### config.mk
export PLATFORM = sky130hd
export DESIGN_NAME = ex_hazard_ctrl
export DESIGN_NICKNAME = d
export VERILOG_FILES = /design/src/rtl/ex_hazard_ctrl_pkg.sv /design/src/rtl/ex_hazard_ctrl_slot.sv /design/src/rtl/ex_hazard_ctrl.sv
export SDC_FILE = /design/constraint.sdc
export NUM_CORES = 1
export LEC_CHECK = 0
export CAP_MARGIN = 20
export CORE_MARGIN = 2
export CORE_UTILIZATION = 56
export CTS_CLUSTER_DIAMETER = 30
export DETAILED_ROUTE_END_ITERATION = 10
export DONT_BUFFER_PORTS = 1
export PLACE_DENSITY = 0.74
export SYNTH_ARGS = -nofsm -noshare
export SYNTH_HDL_FRONTEND = slang
export SYNTH_SLANG_ARGS = --single-unit
### constraint.sdc
create_clock -name clk -period 2.15 [get_ports clk]
set_clock_uncertainty 0.15 [all_clocks]
set_input_delay 0.215 -clock clk [delete_from_list [all_inputs] [get_ports clk]]
set_output_delay 0.215 -clock clk [all_outputs]
set_load 0.02 [all_outputs]
### src/rtl/ex_hazard_ctrl_pkg.sv
// Shared execute-stage definitions: forwarding select encodings
// and the bit layout of a hazard shadow slot.
package ex_hazard_ctrl_pkg;

    typedef enum logic [1:0] {
        SEL_MUX    = 2'b00,
        SEL_WB     = 2'b01,
        SEL_ALU_EM = 2'b10,
        SEL_ALU_MW = 2'b11
    } fwd_sel_e;

    // Slot = {valid, rd[RW-1:0], wb_en, mem_read}; valid is the MSB.
    localparam int SLOT_MR = 0;
    localparam int SLOT_WB = 1;
    localparam int SLOT_RD = 2;

    function automatic int slot_w(int rw);
        return rw + 3;
    endfunction

endpackage

### src/rtl/ex_hazard_ctrl_slot.sv
// One pipeline shadow slot: enabled load with synchronous clear.
module hz_slot #(
    parameter int W = 6
) (
    input  logic         clk,
    input  logic         clr,
    input  logic         en,
    input  logic [W-1:0] d,
    output logic [W-1:0] q
);

    always_ff @(posedge clk) begin
        if (clr)
            q <= '0;
        else if (en)
            q <= d;
    end

endmodule

### src/rtl/ex_hazard_ctrl.sv
// Load-use stall and forwarding-select generation for the
// execute stage, tracking D/E, E/M and M/W producers.
module ex_hazard_ctrl
    import ex_hazard_ctrl_pkg::*;
#(
    parameter int RW = 3,
    parameter int CW = 16
) (
    input  logic          clk,
    input  logic          rst,
    input  logic          id_valid,
    input  logic [RW-1:0] id_rsrc,
    input  logic [RW-1:0] id_rdst,
    input  logic          id_use_src,
    input  logic          id_use_dst,
    input  logic          id_wb_en,
    input  logic          id_mem_read,
    input  logic          hold,
    input  logic          flush,
    output logic          stall,
    output logic          ex_bubble,
    output logic [1:0]    FU_Src_Sel,
    output logic [1:0]    FU_Dst_Sel,
    output logic [CW-1:0] stall_count
);

    localparam int SW = slot_w(RW);

    logic [SW-1:0] exs_q;
    logic [SW-1:0] mems_q;
    logic [SW-1:0] wbs_q;
    logic [SW-1:0] exs_d;
    logic          adv;
    logic          kill;
    logic          load_use;
    logic          wbs_unused;

    function automatic logic hit(
        logic [SW-1:0] s,
        logic [RW-1:0] r
    );
        return s[SW-1] & s[SLOT_WB] & (s[SLOT_RD +: RW] == r);
    endfunction

    function automatic logic [1:0] pick(
        logic          en,
        logic [RW-1:0] r,
        logic          is_dst,
        logic [SW-1:0] ex,
        logic [SW-1:0] mem
    );
        if (!en)
            return SEL_MUX;
        if (hit(ex, r) & !ex[SLOT_MR])
            return SEL_ALU_EM;
        if (hit(mem, r) & mem[SLOT_MR])
            return SEL_WB;
        // Dst operand has no M/W ALU path; fall back to write-back.
        if (hit(mem, r))
            return is_dst ? SEL_WB : SEL_ALU_MW;
        return SEL_MUX;
    endfunction

    assign adv = !hold;

    assign load_use = id_valid & exs_q[SLOT_MR]
        & ((id_use_src & hit(exs_q, id_rsrc))
         | (id_use_dst & hit(exs_q, id_rdst)));

    assign stall     = load_use & !hold & !flush & !rst;
    assign ex_bubble = stall;
    assign kill      = stall | flush;

    assign exs_d = {id_valid & !kill, id_rdst,
                    id_wb_en, id_mem_read};

    hz_slot #(.W(SW)) u_exs (
        .clk (clk),
        .clr (rst),
        .en  (adv),
        .d   (exs_d),
        .q   (exs_q)
    );

    hz_slot #(.W(SW)) u_mems (
        .clk (clk),
        .clr (rst),
        .en  (adv),
        .d   (exs_q),
        .q   (mems_q)
    );

    hz_slot #(.W(SW)) u_wbs (
        .clk (clk),
        .clr (rst),
        .en  (adv),
        .d   (mems_q),
        .q   (wbs_q)
    );

    // M/W mirror is kept for pipeline symmetry; no select reads it.
    assign wbs_unused = ^wbs_q;

    always_ff @(posedge clk) begin
        if (rst) begin
            FU_Src_Sel  <= SEL_MUX;
            FU_Dst_Sel  <= SEL_MUX;
            stall_count <= '0;
        end else if (adv) begin
            if (kill) begin
                FU_Src_Sel <= SEL_MUX;
                FU_Dst_Sel <= SEL_MUX;
            end else begin
                FU_Src_Sel <= pick(id_use_src, id_rsrc, 1'b0,
                                   exs_q, mems_q);
                FU_Dst_Sel <= pick(id_use_dst, id_rdst, 1'b1,
                                   exs_q, mems_q);
            end
            if (stall && stall_count != {CW{1'b1}})
                stall_count <= stall_count + 1'b1;
        end
    end

endmodule
---- Yosys cells after proc, flatten, opt, wreduce, memory -nomap -nowiden ----
Cells that the tools add are included.
cells by class
  $add $sub $neg .......................... 1
  $mul .................................... 0
  div/mod/pow operators ................... 0
  order comparisons ....................... 0
  equality and inequality tests ........... 5
  shift-type cells ........................ 0
  muxes and demuxes ....................... 62
  bitwise logic cells ..................... 21
  reduce and logical (&&, ||, !) cells .... 7
operators by type and width
  operator                                       count
  two-way mux 1 bit                              44
  two-way mux 2 bit                              18
  bitwise AND 1 bit                              18
  adder 16 x 1 -> 16 bit, second input constant  1
  inequality test 16 bit, second input constant  1
  equality test 3 bit                            4
  logical NOT 1 bit                              5
  OR 1 bit                                       2
  AND reduction 2 bit                            1
  logical AND 1 bit                              1
  inverter 1 bit                                 1
word-level totals
  register bits after elaboration ......... 32
  latch bits .............................. 0
  memory bits (writable) .................. 0
  memory bits (read-only) ................. 0
  logic and storage cells ................. 101
  memories ................................ 0

---- Logic depth before layout (Yosys ltp) ----
  depth after elaboration ................. 32
  gate-level depth with buffers ........... 7

---- Hierarchy ----
From an unflattened synthesis, not the netlist that was laid out.
unflattened totals
  cell total of the unflattened synthesis .. 186
  area total of the unflattened synthesis .. 1687.9 sq um
modules (own cells, without submodules)
  module          instances  cells each  area each (sq um)
  ex_hazard_ctrl  1          148         1260.0
  hz_slot         2          19          214.0

---- Least setup slack after synthesis ----
OpenSTA, ideal clock, no wires.
  path type ............................... register -> register
  from .................................... register stall_count[0]
  to ...................................... register stall_count[11]
  data arrival time ....................... 2.058 ns
  slack ................................... -0.128 ns
  stages on the path, launching flop included .. 8
  path buffers ............................ 1
  period minus slack after synthesis ...... 2.278 ns
  cells stage by stage .................... dfxtp_1 > ha_1 > nand3_1 > nor4_1 > or4_1 > buf_2 > or4_1 > a21oi_1
on the way
  word-level cells in the longest chain between the ends .. 3
RTL lines
  element                                                                         line                   text
  start, declared                                                                 ex_hazard_ctrl.sv:24   output logic [CW-1:0] stall_count
  start signal, assigned                                                          ex_hazard_ctrl.sv:120  stall_count <= stall_count + 1'b1;
  parallel branches: the longest is 3 deep, another holds adder 16 x 1 -> 16 bit  n/a
Several ways; the timed one is not identified.
A chain may end at the register's enable or synchronous reset.

---- Worst setup path in the final report ----
  from .................................... register u_exs.q[3]
  to ...................................... output port ex_bubble
on the way
  word-level cells in the longest chain between the ends .. 8
RTL lines
  element                                      line                                        text
  start, declared                              ex_hazard_ctrl_slot.sv:9                    output logic [W-1:0] q
  start signal, assigned                       ex_hazard_ctrl_slot.sv:14                   q <= '0;
  start signal, assigned                       ex_hazard_ctrl_slot.sv:16                   q <= d;
  equality test 3 bit                          ex_hazard_ctrl.sv:42                        return s[SW-1] & s[SLOT_WB] & (s[SLOT_RD +: RW] == r);
  bitwise AND 1 bit                            ex_hazard_ctrl.sv:42
  bitwise AND 1 bit, on equally long branches  ex_hazard_ctrl.sv:67, ex_hazard_ctrl.sv:68
  OR 1 bit (*)                                 ex_hazard_ctrl.sv:68                        | (id_use_dst & hit(exs_q, id_rdst)));
  bitwise AND 1 bit (*)                        ex_hazard_ctrl.sv:67                        & ((id_use_src & hit(exs_q, id_rsrc))
  bitwise AND 1 bit (*) (3 in series)          ex_hazard_ctrl.sv:70                        assign stall = load_use & !hold & !flush & !rst;
  end, declared                                ex_hazard_ctrl.sv:21                        output logic ex_bubble,
Every way passes the cells marked *; elsewhere a longest branch is shown, timed or not.

==> results.yml <==
logic_synthesis:
  ys_warn_count: 0
  yosys_register_bits: 32
  synth_top_family_by_area: "simple AND/OR/NAND/NOR gates"
  synthTopCellsByArea: "dfxtp_1, mux2i_1, nor2_1"
  synth-adder-area-share_pct: 0.7485
  synth-simple-area-share_pct: 29.12
  yosysTopAreaCell: "dfxtp_1"
  syn_inst: 191
  yosysTopAreaCellShare_pct: 38.32
  synth_ff_type: "dfxtp_1"
  synth_xor_area_share_pct: 6.811
  synth_mux_area_share_pct: 8.683
  synth_compound_gate_area_share_pct: 11.90
  ys_seq_area_share_pct: 38.32
  synth_edf_count: 0
  async_flop_share_pct: 0
  syn_nets: 207
  synth_area_sq_um: 1672
  syn_avg_cell_area_sq_um: 8.752
  synth_cell_types: 41
run_status:
  status: "finished, violations left"
  violations: "DRC"
finish:
  diodes: 0
  stdcell_count: 256
  fin_nets: 241
  drive_above_1_share_pct: 26.67
  area_growth_pct: 27.99
  fin_util_pct: 76.27
run:
  drv_cap: 0
clock_tree:
  cts-root-to-sink-buffers: 2
  clkLatencyLatePin_ps: 340
  clock-sinks: 32
  cts_buffers: 5
  root_buffer: "clkbuf_4"
  clk_pin_slew_ps: 90
  cts_tree: "built"
  cts.htree.levels: 2
sta:
  hold_violations: 0
  finalWorstPathRequiredPeriod_ps: 2084
  fin_ws_ps: 65.63
  fmax_ghz: 0.4798
  fin_hold_ws_ps: 10.50
  timing.final.crit_share_pct: 96.95
  tightest_slew_ps: 822.7
  setup_viol: 0
  finalSetupTns_ps: 0
  finalMaxSlewViolations: 0
  relSlewSlack_pct: 44.97
route:
  drt-total-wl_um: 4469
  drt_iter0_drc: 93
  routedWlPerCell_um: 17.46
  drcViolationCount: 2
  drt-pass1-iter-count: 7
  num_vias: 1602
  viasPerCell: 6.258
  ant_nets: 0
placement:
  place.port_buffers: 0
  pre_cts_slack_ps: -33.91
  hpwl_um: 3000
  dp.cells: 238
  gp_congestion: 0.8585
critical_path:
  start_kind: "flop"
  setup.worst_path.end_class: "primary output"
  r2r_start: "u_exs.q[3]$_SDFFE_PP0N_"
  path_class: "reg -> out"
  cp.required_ps: 1780
  crit_arrival_ps: 1720
  ff2ff_path_depth: 5
  rrSetupSlack_ps: 80
  worstReg2RegEnd: "stall_count[5]$_SDFFE_PP0P_"
  crit_fanout: 9
worst_hold_path:
  hold_path_class: "in -> reg"
  min_from: "id_use_dst"
  hold_end: "FU_Dst_Sel[1]$_SDFFE_PP0N_"
  holdPathStages: 2
grt:
  grt_pass1_vias: 1555
  track_usage_pct: 26.97
  grt_pass1_wl_um: 6969
  antenna_found_initial: 0
  grt_max_degree: 33
  grt_overflow_total: 0
floorplan:
  dieArea_sq_um: 3438
  coreArea_sq_um: 2805
  io_pins: 37
  start_util_pct: 59.59
  die_x_um: 58.64
  die_height_um: 58.64
  row_count: 19
pwr:
  power_density_nw_per_um2: 526.5
  sw_frac_of_total_pct: 24.14
  netSwitchingPower_w: 0.0002720
  p_seq_share_pct: 54.4
  p_leak_nw: 0.8093
  irDropWorstVdd_uv: 505.3
  power_frac_clock_pct: 34.5
  p_comb_share_pct: 11.1
  internal_power_w: 0.0008546
## kinds of logic after synthesis
logic type                 after synthesis
and+or+nand+nor                         85
adders and majority gates                1
xor gates and xnor gates                13
buffers and inverters                   16
DFF                                     32
muxes                                   14
AOI/OAI and AO/OA                       30
## registers in the layout, indices dropped and copies added (netlist names)
name,cells
stall_count,16
u_exs.q,6
u_mems.q,6
FU_Dst_Sel,2
FU_Src_Sel,2
## placed cells by master (no fill, tap or decap), types with 2 or more instances in the layout
master         synthesis  layout
buf_4                  1      26
xnor2_2                0       3
xnor2_1                7       4
nand4_1                7       7
dfxtp_2                0       4
a22o_1                 2       2
nor4_1                 6       5
nor3_1                 2       2
or3_1                  3       3
inv_1                  6       6
or4_1                  8       7
mux2i_1               10      10
dfxtp_1               32      27
xor2_1                 6       5
clkbuf_8               0       2
o31ai_1                6       6
o21ai_0                3       3
mux2_2                 3       3
nor2b_1                4       4
nand3_1                9       8
a21oi_1               13      12
nand2_1                9       9
nor2_1                24      24
clkbuf_4               0       5
a32o_1                 2       2
dlygate4sd3_1          0       9
and2b_1                4       3
## through the flow
step | power, W | area (sq um)
floorplan | 0.0006957 | 1687
global placement | 0.0006929 | 1869
detailed placement | 0.0006979 | 1869
CTS | 0.001110 | 2061
global route | 0.001158 | 2140
finish | 0.001127 | 2140
## synth_stat cells (5+ instances only)
cell type and instances:
dfxtp_1 32, inv_1 6, o31ai_1 6, or4_1 8, nor4_1 6, xor2_1 6
mux2i_1 10, nand4_1 7, a21oi_1 13, nand2_1 9, clkbuf_1 5, nand3_1 9
xnor2_1 7, nor2_1 24
## metal layers
metal	global-route usage [%]	routed length, um
met3	8.791	343
met1	32.46	1835
met4	10.06	43
met2	44.94	2247
met5	0	0
## final cells by class
| class | instances | area, sq um |
|---|---|---|
| tap | 31 | 38.79 |
| multi-input combinational | 143 | 1040 |
| clock buffer | 7 | 65.06 |
| fill | 197 | 665.6 |
| inverter | 6 | 22.52 |
| sequential | 32 | 649.4 |
| timing repair buffer | 37 | 324.1 |
## power by group through the flow
| stage | Clock, W | Combinational, W | Sequential, W |
|---|---|---|---|
| floorplan | 0 | 0.0000720 | 0.000624 |
| global placement | 0 | 0.0000689 | 0.000624 |
| detailed placement | 0 | 0.0000729 | 0.000625 |
| CTS | 0.000390 | 0.000108 | 0.000612 |
| global route | 0.000410 | 0.000134 | 0.000615 |
| finish | 0.000388 | 0.000125 | 0.000613 |
## timing repair
action | in CTS | in global routing
setup endpoints to repair | 6 | 12
hold buffers | 9 | 0
pin swaps | 1 | 5
gates resized for setup | 4 | 13
hold endpoints to repair | 29 | 0
buffers inserted | 1 | 0
## how the worst max path moves through the flow
stage	startpoint	endpoint	slack, ps	cells after the start
after floorplan	stall_count[0]$_SDFFE_PP0P_	stall_count[11]$_SDFFE_PP0P_	10	7
after global placement	stall_count[0]$_SDFFE_PP0P_	stall_count[15]$_SDFFE_PP0P_	60	6
after detailed placement	stall_count[0]$_SDFFE_PP0P_	stall_count[13]$_SDFFE_PP0P_	-30	6
after CTS	u_exs.q[2]$_SDFFE_PP0N_	stall	10	6
after global routing	u_exs.q[2]$_SDFFE_PP0N_	stall	-10	6
final	u_exs.q[3]$_SDFFE_PP0N_	ex_bubble	70	6
## critical path, cell delays in order (launching register included)
cell and delay (ps):
dfxtp_4 380, xor2_2 150, nand4bb_4 260, and2_4 210, buf_6 130, nor2_1 80, buf_4 190
Power figures use the tool's default switching activity.
